`config.mk`:
```
export PLATFORM = sky130hd
export DESIGN_NAME = gpio_input_conditioner
export DESIGN_NICKNAME = d
export VERILOG_FILES = /design/src/rtl/gpio_input_conditioner.sv
export SDC_FILE = /design/constraint.sdc
export NUM_CORES = 1
export LEC_CHECK = 0
export ABC_AREA = 1
export CAP_MARGIN = 20
export CORE_MARGIN = 3
export CORE_UTILIZATION = 60
export CTS_BUF_LIST = sky130_fd_sc_hd__clkbuf_4
export CTS_CLUSTER_SIZE = 10
export DETAILED_ROUTE_END_ITERATION = 10
export PLACE_DENSITY_LB_ADDON = 0.08
export SLEW_MARGIN = 5
export SYNTH_ARGS = -nofsm -noshare
export SYNTH_HDL_FRONTEND = slang
export SYNTH_SLANG_ARGS = --single-unit
```
`constraint.sdc`:
```
create_clock -name clock -period 3 [get_ports clock]
set_input_delay 0.9 -clock clock [delete_from_list [all_inputs] [get_ports clock]]
set_output_delay 0.9 -clock clock [all_outputs]
set_load 0.01 [all_outputs]
```
`src/rtl/gpio_input_conditioner.sv`:
```
// Conditions raw push-buttons and slide switches for the GPIO peripheral: two-flop
// synchroniser, per-bit debounce, press pulses, sticky press flags and a switch-change pulse.
module gpio_input_conditioner #(
    parameter int unsigned DEBOUNCE_CYCLES = 50000,
    parameter int unsigned CNT_WIDTH       = 16
) (
    input  logic       clock,
    input  logic       reset,
    input  logic [2:0] button_raw,
    input  logic [9:0] switch_raw,
    input  logic [2:0] clear_press,
    output logic [2:0] button,
    output logic [9:0] switch,
    output logic [2:0] button_press,
    output logic [2:0] press_latch,
    output logic       switch_changed
);

    localparam int unsigned NumBtn  = 3;
    localparam int unsigned NumSw   = 10;
    localparam int unsigned NumBits = NumBtn + NumSw;

    // Buttons are active-low, so their idle (released) level is 1.
    localparam logic [NumBits-1:0]   IdleLevel = {{NumSw{1'b0}}, {NumBtn{1'b1}}};
    localparam logic [CNT_WIDTH-1:0] CntMax    = CNT_WIDTH'(DEBOUNCE_CYCLES - 1);
    localparam logic [CNT_WIDTH-1:0] CntOne    = CNT_WIDTH'(1);

    logic [NumBits-1:0] raw;
    logic [NumBits-1:0] sync1_q;
    logic [NumBits-1:0] sync2_q;
    logic [NumBits-1:0] stable_q;
    logic [NumBits-1:0] stable_d;

    logic [CNT_WIDTH-1:0] cnt_q [NumBits];
    logic [CNT_WIDTH-1:0] cnt_d [NumBits];

    logic [NumBtn-1:0] press_q;
    logic [NumBtn-1:0] press_d;
    logic [NumBtn-1:0] latch_q;
    logic [NumBtn-1:0] latch_d;
    logic              sw_chg_q;
    logic              sw_chg_d;

    assign raw = {switch_raw, button_raw};

    // Per-bit debounce: any agreement with the accepted level restarts the count.
    always_comb begin
        stable_d = stable_q;
        for (int i = 0; i < NumBits; i++) begin
            cnt_d[i] = cnt_q[i];
            if (sync2_q[i] == stable_q[i]) begin
                cnt_d[i] = '0;
            end else if (cnt_q[i] == CntMax) begin
                stable_d[i] = sync2_q[i];
                cnt_d[i]    = '0;
            end else begin
                cnt_d[i] = cnt_q[i] + CntOne;
            end
        end
    end

    // Event outputs are derived from the accepted-level transition on this edge.
    always_comb begin
        press_d  = stable_q[NumBtn-1:0] & ~stable_d[NumBtn-1:0];
        latch_d  = press_d | (latch_q & ~clear_press);
        sw_chg_d = |(stable_q[NumBits-1:NumBtn] ^ stable_d[NumBits-1:NumBtn]);
    end

    always_ff @(posedge clock) begin
        if (!reset) begin
            sync1_q  <= IdleLevel;
            sync2_q  <= IdleLevel;
            stable_q <= IdleLevel;
            press_q  <= '0;
            latch_q  <= '0;
            sw_chg_q <= 1'b0;
            for (int i = 0; i < NumBits; i++) begin
                cnt_q[i] <= '0;
            end
        end else begin
            sync1_q  <= raw;
            sync2_q  <= sync1_q;
            stable_q <= stable_d;
            press_q  <= press_d;
            latch_q  <= latch_d;
            sw_chg_q <= sw_chg_d;
            for (int i = 0; i < NumBits; i++) begin
                cnt_q[i] <= cnt_d[i];
            end
        end
    end

    assign button         = stable_q[NumBtn-1:0];
    assign switch         = stable_q[NumBits-1:NumBtn];
    assign button_press   = press_q;
    assign press_latch    = latch_q;
    assign switch_changed = sw_chg_q;

endmodule
```
==> qor.yml <==
setup_path:
  crit_buf_inv: 1
  reg2reg_setup_slack_ps: 1240
  path_cells: "clkdlybuf4s50_1"
  path_max_fanout: 3
  critPathCaptureType: "primary output"
  crit_slowest_cell: "clkdlybuf4s50_1"
  cp.arrival_ps: 1620
  critPathKind: "flip-flop to primary output"
  critPathLaunchType: "flip-flop"
  required_ps: 2100
  cp_slowest_stage_delay_ps: 560
  critical-path-top-delay-family: "buffers and inverters"
logic_synthesis:
  ys_seq_elements: 254
  syn_area_per_cell_um2: 7.54
  ys_types: 42
  synth_warnings: 0
  yosysTopAreaCellShare_pct: 43.9
  synthFlopType: "dfxtp_1"
  async_reset_ff_share_pct: 0
  yosys.area.top_type: "dfxtp_1"
  synthTopCellsByArea: "dfxtp_1, nand2_1, nor2_1"
  synth-edff-count: 0
  syn_nets: 1569
  syn_area_um2: 11600
  yosysSeqAreaShare_pct: 43.9
  netlist_instances: 1538
clock_tree:
  h-tree-depth: 3
  root_buffer: "clkbuf_4"
  clk_pin_slew_ps: 60
  clkLatencyLatePin_ps: 660
  cts_buffers: 70
  cts_buffer_depth: 3
  clkSinkCount: 254
  postCtsSetupBuffers: 0
  cts_resized: 0
  cts-hold-fix-buffers: 0
  cts_tree: "built"
grt:
  grt_pass1_vias: 9398
  gr-total-overflow: 0
  grt_pass1_wl_um: 38300
  grt_antenna_before_repair: 1
  grt_max_degree: 39
  track_usage_pct: 20.7
floorplanning:
  dieArea_um2: 21000
  core_area_um2: 18800
  rows: 50
  die_h_um: 145
  die_w_um: 145
  ios: 38
  initial_core_util_pct: 61.6
detailed_routing:
  wl_um: 21700
  drtIter0Drc: 424
  ant_nets: 0
  post_drt_wl_per_cell_um: 11.2
  viasPerCell: 5.07
  vias: 9812
  remaining_drc_errors: 0
  dr.pass1.iters: 5
placed_design:
  place_ws_ps: 923
  dp_hpwl_um: 15100
  globalplace.congestion: 0.893
  port_buffers: 37
cells_and_area:
  fill_cells: 1602
  fin_nets: 1659
  drive_above_1_share_pct: 12.6
  syn_to_final_growth_pct: 12.5
sta:
  rsz0062_at_grt: "false"
  drv_slew: 0
  fin_crit_ps: 2520
  fin_skew_ps: 37.8
  slew_headroom_pct: 69.9
  fin_crit_sh_pct: 84.0
  worst_pin_slew_ps: 448
  hold_viol_final: 0
  fmax_mhz: 397
  setup_ws_ps: 479
  finalSetupViolations: 0
  finalSetupTns_ps: 0
flow_run:
  cap_violations: 0
power_and_ir_drop:
  power_density_nw_per_um2: 510
  p_leak_nw: 4.71
  peakVddDrop_mv: 0.362
hold_path:
  min_path_type: "flip-flop to flip-flop"
status:
  outcome: "complete, no violations"
[synth_stat cells (2+ instances only)]
| library cell | instances |
|---|---|
| buf_2 | 3 |
| nor4_1 | 14 |
| a31oi_1 | 7 |
| o21a_1 | 8 |
| nand2_2 | 15 |
| nand4_1 | 35 |
| a21oi_1 | 86 |
| xor2_1 | 45 |
| nand4_2 | 2 |
| nand3_2 | 15 |
| clkbuf_1 | 4 |
| nor3b_2 | 8 |
| nand3_4 | 2 |
| and2_1 | 2 |
| nand2_1 | 265 |
| buf_4 | 7 |
| dfxtp_1 | 254 |
| ha_1 | 13 |
| inv_1 | 190 |
| nor3b_1 | 19 |
| nor2_4 | 6 |
| or2_0 | 6 |
| buf_6 | 7 |
| nor3_4 | 6 |
| inv_2 | 4 |
| o21bai_1 | 3 |
| nand3_1 | 80 |
| or2_2 | 13 |
| xnor2_1 | 13 |
| nor2_1 | 246 |
| nand3b_1 | 4 |
| or2_1 | 3 |
| o21ai_0 | 18 |
| nor3_2 | 10 |
| nor2_2 | 16 |
| nor3_1 | 103 |
[final timing paths]
check / from / to / cells after the start
min reg2reg: sync1_q[4] / sync2_q[4] / 2
max: stable_q[4] / switch[1] / 1
max reg2reg: cnt_q[0][112] / cnt_q[0][123] / 9
min: sync1_q[4] / sync2_q[4] / 2
[where the power goes]
group | internal [mW] | total [mW] | switching [mW]
Sequential | 3.39 | 3.41 | 0.0117
Combinational | 0.0405 | 0.0990 | 0.0584
Clock | 1.77 | 3.15 | 1.38
Total | 5.20 | 6.66 | 1.45
[registers in the layout, summed over array words and instances, names as in the netlist]
| register | count |
|---|---|
| button_press | 3 |
| cnt_q | 208 |
| press_latch | 3 |
| stable_q | 13 |
| switch_changed | 1 |
| sync1_q | 13 |
| sync2_q | 13 |
[logic make-up after synthesis]
group / count (synthesis) / share of synthesized area (%)
AOI/OAI and AO/OA: 124 / 5.72
xor gates and xnor gates: 58 / 4.38
adders and majority gates: 13 / 1.40
buffers and inverters: 215 / 7.67
DFF: 254 / 43.9
and+or+nand+nor: 874 / 37.0
[layout make-up]
cell class | instances | area, um2 | share of cell area, %
Inverter | 194 | 728 | 5.58
Multi-Input combinational cell | 1069 | 5620 | 43.1
Clock buffer | 99 | 743 | 5.70
Sequential cell | 254 | 5080 | 39.0
Clock inverter | 18 | 151 | 1.16
Tap cell | 260 | 325 | 2.49
Timing Repair Buffer | 39 | 393 | 3.01
Antenna cell | 1 | 2.50 | 0.0192
[per-layer routing]
layer | global-route usage, % | vias to the layer above | share of wire, % | wire length [um]
met1 | 24.6 | 4400 | 46 | 10000
li1 | - | 5197 | - | -
met5 | 0 | - | 0 | 0
met4 | 9.55 | 0 | 2.8 | 617
met3 | 4.53 | 59 | 4.0 | 865
met2 | 35.8 | 156 | 47 | 10200
[stage by stage]
step / util (%) / std cells / cell area [um2] / hold WS [ps] / power, mW
floorplan: - / 1538 / 11600 / 390 / 3.54
global placement: 64.5 / 1816 / 12200 / 393 / 3.58
detailed placement: 64.5 / 1816 / 12200 / 397 / 3.58
CTS: 69.3 / 1933 / 13000 / 396 / 6.76
global route: 69.3 / 1934 / 13000 / 434 / 6.94
finish: 69.3 / 1934 / 13000 / 385 / 6.66
[cells in the final DEF, fill, tap and decap left out, drive strengths merged, types with 3 or more instances in the layout]
| cell | netlist | layout |
|---|---|---|
| a21oi | 87 | 87 |
| a31oi | 7 | 7 |
| buf | 17 | 3 |
| bufinv | 0 | 3 |
| clkbuf | 4 | 99 |
| clkdlybuf4s50 | 0 | 36 |
| clkinv | 0 | 11 |
| dfxtp | 254 | 254 |
| ha | 13 | 13 |
| inv | 194 | 197 |
| nand2 | 280 | 280 |
| nand3 | 97 | 97 |
| nand3b | 5 | 5 |
| nand4 | 37 | 37 |
| nor2 | 268 | 268 |
| nor3 | 119 | 119 |
| nor3b | 27 | 27 |
| nor4 | 16 | 16 |
| o21a | 8 | 8 |
| o21ai | 18 | 18 |
| o21bai | 3 | 3 |
| or2 | 22 | 22 |
| xnor2 | 13 | 13 |
| xor2 | 45 | 45 |
Power figures use the tool's default switching activity.
